File: src/rtl/cas_fsk_player.sv
// Cassette playback engine: streams a CAS image from the byte store as a
// 1200/2400 Hz FSK square wave, with one-byte prefetch, motor pause and end-of-tape.
module cas_fsk_player #(
  parameter int ADDR_W = 16,
  parameter int CLK_HZ = 50_000_000,
  parameter int F1_HZ  = 2400,
  parameter int F0_HZ  = 1200,
  parameter int RD_LAT = 2
) (
  input  logic              clk,
  input  logic              reset_n,
  input  logic              en,
  input  logic              rewind,
  input  logic [ADDR_W:0]   tape_len,
  output logic [ADDR_W-1:0] mem_addr,
  output logic              mem_rd,
  input  logic [7:0]        mem_data,
  output logic              data,
  output logic              playing,
  output logic              eot,
  output logic [ADDR_W:0]   pos
);

  localparam int H1 = CLK_HZ / (2 * F1_HZ);
  localparam int H0 = CLK_HZ / (2 * F0_HZ);
  localparam int CW = $clog2(H0 + 1);
  localparam logic [CW-1:0] H1_M1 = CW'(H1 - 1);
  localparam logic [CW-1:0] H0_M1 = CW'(H0 - 1);
  localparam logic [2:0] LAT = 3'(RD_LAT);
  localparam logic [ADDR_W:0] POS_ONE = (ADDR_W + 1)'(1);

  typedef enum logic [2:0] {ST_IDLE, ST_FETCH, ST_WAIT, ST_PLAY, ST_EOT} state_t;

  state_t            state_q, state_d;
  logic [ADDR_W:0]   pos_q, pos_d;
  logic [ADDR_W:0]   len_q, len_d;
  logic [ADDR_W-1:0] addr_q, addr_d;
  logic              rd_q, rd_d;
  logic              data_q, data_d;
  logic              eot_q, eot_d;
  logic [7:0]        shift_q, shift_d;
  logic [2:0]        bit_q, bit_d;
  logic [CW-1:0]     half_q, half_d;
  logic [7:0]        nxt_buf_q, nxt_buf_d;
  logic              nxt_vld_q, nxt_vld_d;
  logic              rd_busy_q, rd_busy_d;
  logic [2:0]        rd_cnt_q, rd_cnt_d;
  logic              pf_req_q, pf_req_d;

  logic              cap_now;
  logic              nxt_avail;
  logic [7:0]        nxt_byte;
  logic [ADDR_W:0]   pos_inc;
  logic              more;

  function automatic logic [CW-1:0] half_len(input logic b);
    return b ? H1_M1 : H0_M1;
  endfunction

  assign cap_now   = rd_busy_q && (rd_cnt_q == LAT);
  assign nxt_avail = nxt_vld_q || cap_now;
  assign nxt_byte  = nxt_vld_q ? nxt_buf_q : mem_data;
  assign pos_inc   = pos_q + POS_ONE;
  assign more      = pos_inc < len_q;

  always_comb begin
    state_d   = state_q;
    pos_d     = pos_q;
    len_d     = len_q;
    addr_d    = addr_q;
    rd_d      = 1'b0;
    data_d    = data_q;
    eot_d     = eot_q;
    shift_d   = shift_q;
    bit_d     = bit_q;
    half_d    = half_q;
    nxt_buf_d = nxt_buf_q;
    nxt_vld_d = nxt_vld_q;
    rd_busy_d = rd_busy_q;
    rd_cnt_d  = rd_cnt_q;
    pf_req_d  = pf_req_q;

    // An issued read always completes, even with the motor stopped.
    if (rd_busy_q) begin
      if (cap_now) begin
        rd_busy_d = 1'b0;
        nxt_buf_d = mem_data;
        nxt_vld_d = 1'b1;
      end else begin
        rd_cnt_d = rd_cnt_q + 3'd1;
      end
    end

    case (state_q)
      ST_IDLE: begin
        data_d = 1'b0;
        pos_d  = '0;
        if (en) begin
          len_d = tape_len;
          if (tape_len == '0) begin
            state_d = ST_EOT;
            eot_d   = 1'b1;
          end else begin
            state_d = ST_FETCH;
          end
        end
      end
      ST_FETCH: begin
        if (en) begin
          rd_d      = 1'b1;
          addr_d    = pos_q[ADDR_W-1:0];
          rd_busy_d = 1'b1;
          rd_cnt_d  = '0;
          nxt_vld_d = 1'b0;
          state_d   = ST_WAIT;
        end
      end
      ST_WAIT: begin
        if (en && nxt_avail) begin
          shift_d   = nxt_byte;
          nxt_vld_d = 1'b0;
          bit_d     = '0;
          data_d    = 1'b1;
          half_d    = half_len(nxt_byte[0]);
          pf_req_d  = 1'b1;
          state_d   = ST_PLAY;
        end
      end
      ST_PLAY: begin
        if (en) begin
          if (pf_req_q) begin
            pf_req_d = 1'b0;
            if (more) begin
              rd_d      = 1'b1;
              addr_d    = pos_inc[ADDR_W-1:0];
              rd_busy_d = 1'b1;
              rd_cnt_d  = '0;
            end
          end
          if (half_q != '0) begin
            half_d = half_q - CW'(1);
          end else if (data_q) begin
            data_d = 1'b0;
            half_d = half_len(shift_q[0]);
          end else if (bit_q != 3'd7) begin
            bit_d   = bit_q + 3'd1;
            shift_d = shift_q >> 1;
            data_d  = 1'b1;
            half_d  = half_len(shift_q[1]);
          end else if (!more) begin
            state_d = ST_EOT;
            eot_d   = 1'b1;
            data_d  = 1'b0;
          end else begin
            // Byte boundary: the prefetched byte starts on the very next clock.
            pos_d    = pos_inc;
            bit_d    = '0;
            pf_req_d = 1'b1;
            if (nxt_avail) begin
              shift_d   = nxt_byte;
              nxt_vld_d = 1'b0;
              data_d    = 1'b1;
              half_d    = half_len(nxt_byte[0]);
            end else begin
              data_d  = 1'b0;
              state_d = ST_WAIT;
            end
          end
        end
      end
      ST_EOT: begin
        data_d = 1'b0;
        eot_d  = 1'b1;
      end
      default: state_d = ST_IDLE;
    endcase

    if (rewind) begin
      state_d   = ST_IDLE;
      pos_d     = '0;
      data_d    = 1'b0;
      eot_d     = 1'b0;
      rd_d      = 1'b0;
      nxt_vld_d = 1'b0;
      rd_busy_d = 1'b0;
      pf_req_d  = 1'b0;
    end
  end

  always_ff @(posedge clk) begin
    if (!reset_n) begin
      state_q   <= ST_IDLE;
      pos_q     <= '0;
      len_q     <= '0;
      addr_q    <= '0;
      rd_q      <= 1'b0;
      data_q    <= 1'b0;
      eot_q     <= 1'b0;
      shift_q   <= '0;
      bit_q     <= '0;
      half_q    <= '0;
      nxt_buf_q <= '0;
      nxt_vld_q <= 1'b0;
      rd_busy_q <= 1'b0;
      rd_cnt_q  <= '0;
      pf_req_q  <= 1'b0;
    end else begin
      state_q   <= state_d;
      pos_q     <= pos_d;
      len_q     <= len_d;
      addr_q    <= addr_d;
      rd_q      <= rd_d;
      data_q    <= data_d;
      eot_q     <= eot_d;
      shift_q   <= shift_d;
      bit_q     <= bit_d;
      half_q    <= half_d;
      nxt_buf_q <= nxt_buf_d;
      nxt_vld_q <= nxt_vld_d;
      rd_busy_q <= rd_busy_d;
      rd_cnt_q  <= rd_cnt_d;
      pf_req_q  <= pf_req_d;
    end
  end

  assign mem_addr = addr_q;
  assign mem_rd   = rd_q;
  assign data     = data_q;
  assign eot      = eot_q;
  assign pos      = pos_q;
  assign playing  = (state_q == ST_PLAY) && en;

endmodule

File: config.mk
export PLATFORM = sky130hd
export DESIGN_NAME = cas_fsk_player
export DESIGN_NICKNAME = d
export VERILOG_FILES = /design/src/rtl/cas_fsk_player.sv
export SDC_FILE = /design/constraint.sdc
export NUM_CORES = 1
export LEC_CHECK = 0
export BUFFER_PORTS_ARGS = -buffer_cell sky130_fd_sc_hd__buf_2
export CAP_MARGIN = 30
export CORE_ASPECT_RATIO = 1.75
export CORE_MARGIN = 2
export CORE_UTILIZATION = 35
export CTS_BUF_LIST = sky130_fd_sc_hd__clkbuf_8 sky130_fd_sc_hd__clkbuf_16
export DETAILED_ROUTE_END_ITERATION = 8
export GPL_ROUTABILITY_DRIVEN = 0
export GPL_TIMING_DRIVEN = 0
export PLACE_DENSITY = 0.56
export SETUP_SLACK_MARGIN = 0.05
export SYNTH_ARGS = -nofsm -noshare
export SYNTH_HDL_FRONTEND = slang
export SYNTH_SLANG_ARGS = --single-unit
export TNS_END_PERCENT = 30
File: constraint.sdc
create_clock -name clk -period 4.55 [get_ports clk]
set_input_delay 0.91 -clock clk [delete_from_list [all_inputs] [get_ports clk]]
set_output_delay 0.91 -clock clk [all_outputs]
set_load 0.03 [all_outputs]
==> key figures <==
Clock network
  • Skew-Pair Late Insertion Delay: 0.35 ns
  • H-Tree Depth: 3
  • Max clock buf depth: 2
  • CTS Sinks: 96
  • Clock tree from TritonCTS: done
  • Hold buffer count at cts: 0
  • CTS clk-pin slew, worst paths: 0.07 ns
  • Cts bufs inserted: 9
  • Root buf cell: clkbuf_16

Drt
  • Total number of vias: 5209
  • DR DRC count: 0
  • Overall routed net length: 16320 um
  • Vias/cell: 5.477
  • Initial DRT Pass Iterations: 5
  • ANT nets after route: 0
  • DRT iter0 DRCs: 250
  • Routed wire length per instance: 17.16 um

Finish
  • Finished Layout Cells: 951
  • Util after Layout: 0.4198
  • Highest-count cells in the layout ignoring fill and taps: nand2_1 (101), dfxtp_1 (96), buf_2 (71)
  • Area growth, synth to finish: 16.51%
  • Share of cells above drive strength 1: 0.1510
  • Commonest non-fill, non-tap cell in the layout: nand2_1
  • Diode count: 0
  • Storage cell area: 1922 sq um
  • Multi-input combinational cell area: 3197 sq um
  • Final #Nets: 815
  • Fin area: 6260 sq um
  • Filler cell count: 1598

Timing
  • Max frequency: 232.1 MHz
  • Final setup fails: 0
  • Period minus WS final: 4.309 ns
  • Worst hold margin: 0.4568 ns
  • Post-route setup slack: 0.2406 ns
  • Hold Fails Final Rpt: 0
  • Slew Limit Headroom: 0.3122
  • Fin crit share: 0.9471
  • RSZ-0062 raised after global routing: no
  • Final Max Slew Viols: 0
  • Least-Margin Pin Slew: 1.022 ns
  • Clock skew: 0.007815 ns
  • Setup Total Neg Slack: 0 ns

Floorplanning
  • Die X-Extent: 97.66 um
  • # rows: 59
  • Die ar.: 16400 sq um
  • Initial Utilization: 0.3603
  • Core Region: 14910 sq um
  • Die height: 167.9 um
  • Ports: 66

Placed design
  • Port bufs: 64
  • Post-Place Worst Slack: 0.01142 ns
  • Hpwl dp: 12510 um
  • Dpl cells: 932
  • Dpl cell area: 5922 sq um

Critical path
  • Required time worst endpoint: 4.82 ns
  • CP Capture Type: register
  • Crit Reg-Reg Endpoint: half_q[1]
  • Crit Path Max Fanout: 10
  • Max incr delay on CP: 0.52 ns
  • Reg2reg path depth: 15
  • Data arrival, critical path: 4.58 ns
  • CP max stage cell: dfxtp_1
  • Worst Setup Start Kind: register
  • Kind of critical path: reg -> reg
  • FF-to-FF setup slack: 0.24 ns
  • Worst r2r src: pos[0]
  • Crit path cell chain: ha_2 > nand3_2 > or3_1 > clkbuf_1 > nor2_1 > xor2_1 > ha_1 > a21oi_1 > nor3_2 > nor3_4 > nor4b_4 > o21a_1 > buf_2 > o21ai_1 > a31oi_1

Power
  • Power Total: 1.733 mW
  • Worst vdd ir: 0.1502 mV
  • Leakage Power: 2.445 nW
  • PD cells: 276.8 nW/um^2

Synthesis
  • #FFs+latches synth: 96
  • Synth unique cells: 64
  • Post-synthesis instance area: 5373 sq um
  • Syn Inst Count: 685
  • Avg Cell Area, Syn: 7.843 sq um
  • Post-synth EDFFs: 0
  • Sequential element share of the synthesized area: 0.3577
  • Post-synth ARST share: 0
  • Mapped Nets: 737
  • Yosys warns: 0
  • Ys flop type: dfxtp_1

Run status
  • Status: complete, no violations

GRT
  • Initial antenna violation count: 0
  • Global-route wire length before repair: 26260 um
  • Tot GR Track Use: 0.1998
  • Largest net degree at the start of global routing: 17
  • Grt total ovfl: 0
  • Vias in the first global route: 5323

Min path
  • Hold path cells: 2
  • Worst Hold Endpoint: len_q[13]
  • Beginning of the worst hold path: len_q[13]
  • Hold crit path type: reg -> reg

Job
  • Max cap viols: 0
[worst max-delay path, delay by kind of cell, from the launching register on]
kind | cells | cell delay [ns]
flip-flops | 1 | 0.52
buffers and inverters | 2 | 0.46
AND/OR/NAND/NOR | 6 | 1.54
adder cells (fa/ha/maj) | 2 | 0.62
AO/OA/AOI/OAI | 4 | 0.76
XOR/XNOR | 1 | 0.33
[flip-flops by register name, summed over array words and instances, names as in the netlist]
name / count
bit_q: 3
data: 1
eot: 1
half_q: 15
len_q: 17
mem_addr: 16
mem_rd: 1
nxt_buf_q: 8
nxt_vld_q: 1
pf_req_q: 1
pos: 17
rd_busy_q: 1
rd_cnt_q: 3
shift_q: 8
state_q: 3
[power breakdown]
part,leakage [nW],switching [mW],internal (mW),total [mW]
logic,1.53,0.100,0.0469,0.147
registers,0.777,0.00914,0.855,0.864
clock network,0.137,0.349,0.372,0.721
total,2.45,0.458,1.27,1.73
[synthesized netlist by cell type, drive strengths merged (5+ instances only)]
cell type | instances | share of area
nor2 | 59 | 0.041
dfxtp | 96 | 0.36
nor4 | 7 | 0.011
a31oi | 12 | 0.014
clkbuf | 32 | 0.022
xor2 | 10 | 0.016
o211ai | 5 | 0.0070
or3 | 14 | 0.017
ha | 23 | 0.054
inv | 29 | 0.020
mux2i | 26 | 0.048
and3 | 7 | 0.0091
xnor2 | 19 | 0.031
buf | 12 | 0.012
nand4 | 5 | 0.0058
nand2 | 101 | 0.071
o21ai | 40 | 0.039
nand3 | 30 | 0.030
nor3 | 23 | 0.024
a21oi | 58 | 0.054
a211oi | 14 | 0.020
nand2b | 6 | 0.0070
[worst max path at each step]
stage                 from            to  slack [ns]  cells past startpoint
finish              pos[0]     half_q[1]        0.24                     15
global route        pos[0]     half_q[1]        0.07                     15
floorplan           pos[0]   mem_addr[0]        0.74                     16
global placement    pos[0]    half_q[12]        0.04                     16
detailed placement  pos[0]     half_q[1]        0.01                     15
CTS                 pos[0]  mem_addr[11]        0.04                     16
[kinds of logic (layout without fill, tap and decap cells)]
logic type,Yosys count,in the layout,share of synthesized area
multiplexers,28,28,0.05263
XOR/XNOR,29,29,0.04727
adder cells (fa/ha/maj),23,23,0.05356
flip-flops,96,96,0.3577
AND/OR/NAND/NOR,276,276,0.2501
buffers and inverters,73,156,0.05473
AO/OA/AOI/OAI,160,160,0.1840
[final cells by class]
cell class / instances / area share
Buffer: 44 / 0.02998
Clock buffer: 9 / 0.03598
Clock inverter: 7 / 0.007595
Inverter: 29 / 0.01739
Multi-Input combinational cell: 516 / 0.5107
Sequential cell: 96 / 0.3070
Tap cell: 183 / 0.03658
Timing Repair Buffer: 67 / 0.05477
[what timing repair did]
action,CTS,global route
gates resized for setup,2,8
setup endpoints to repair,12,49
buffers inserted,0,3
pin swaps,0,1
[routing by layer]
metal,GRT usage,vias up,share of wire
li1,-,2568,-
met1,0.1954,2462,0.36
met2,0.3931,140,0.56
met3,0.02906,39,0.035
met4,0.1087,0,0.042
met5,0,-,0
Power figures use the tool's default switching activity.
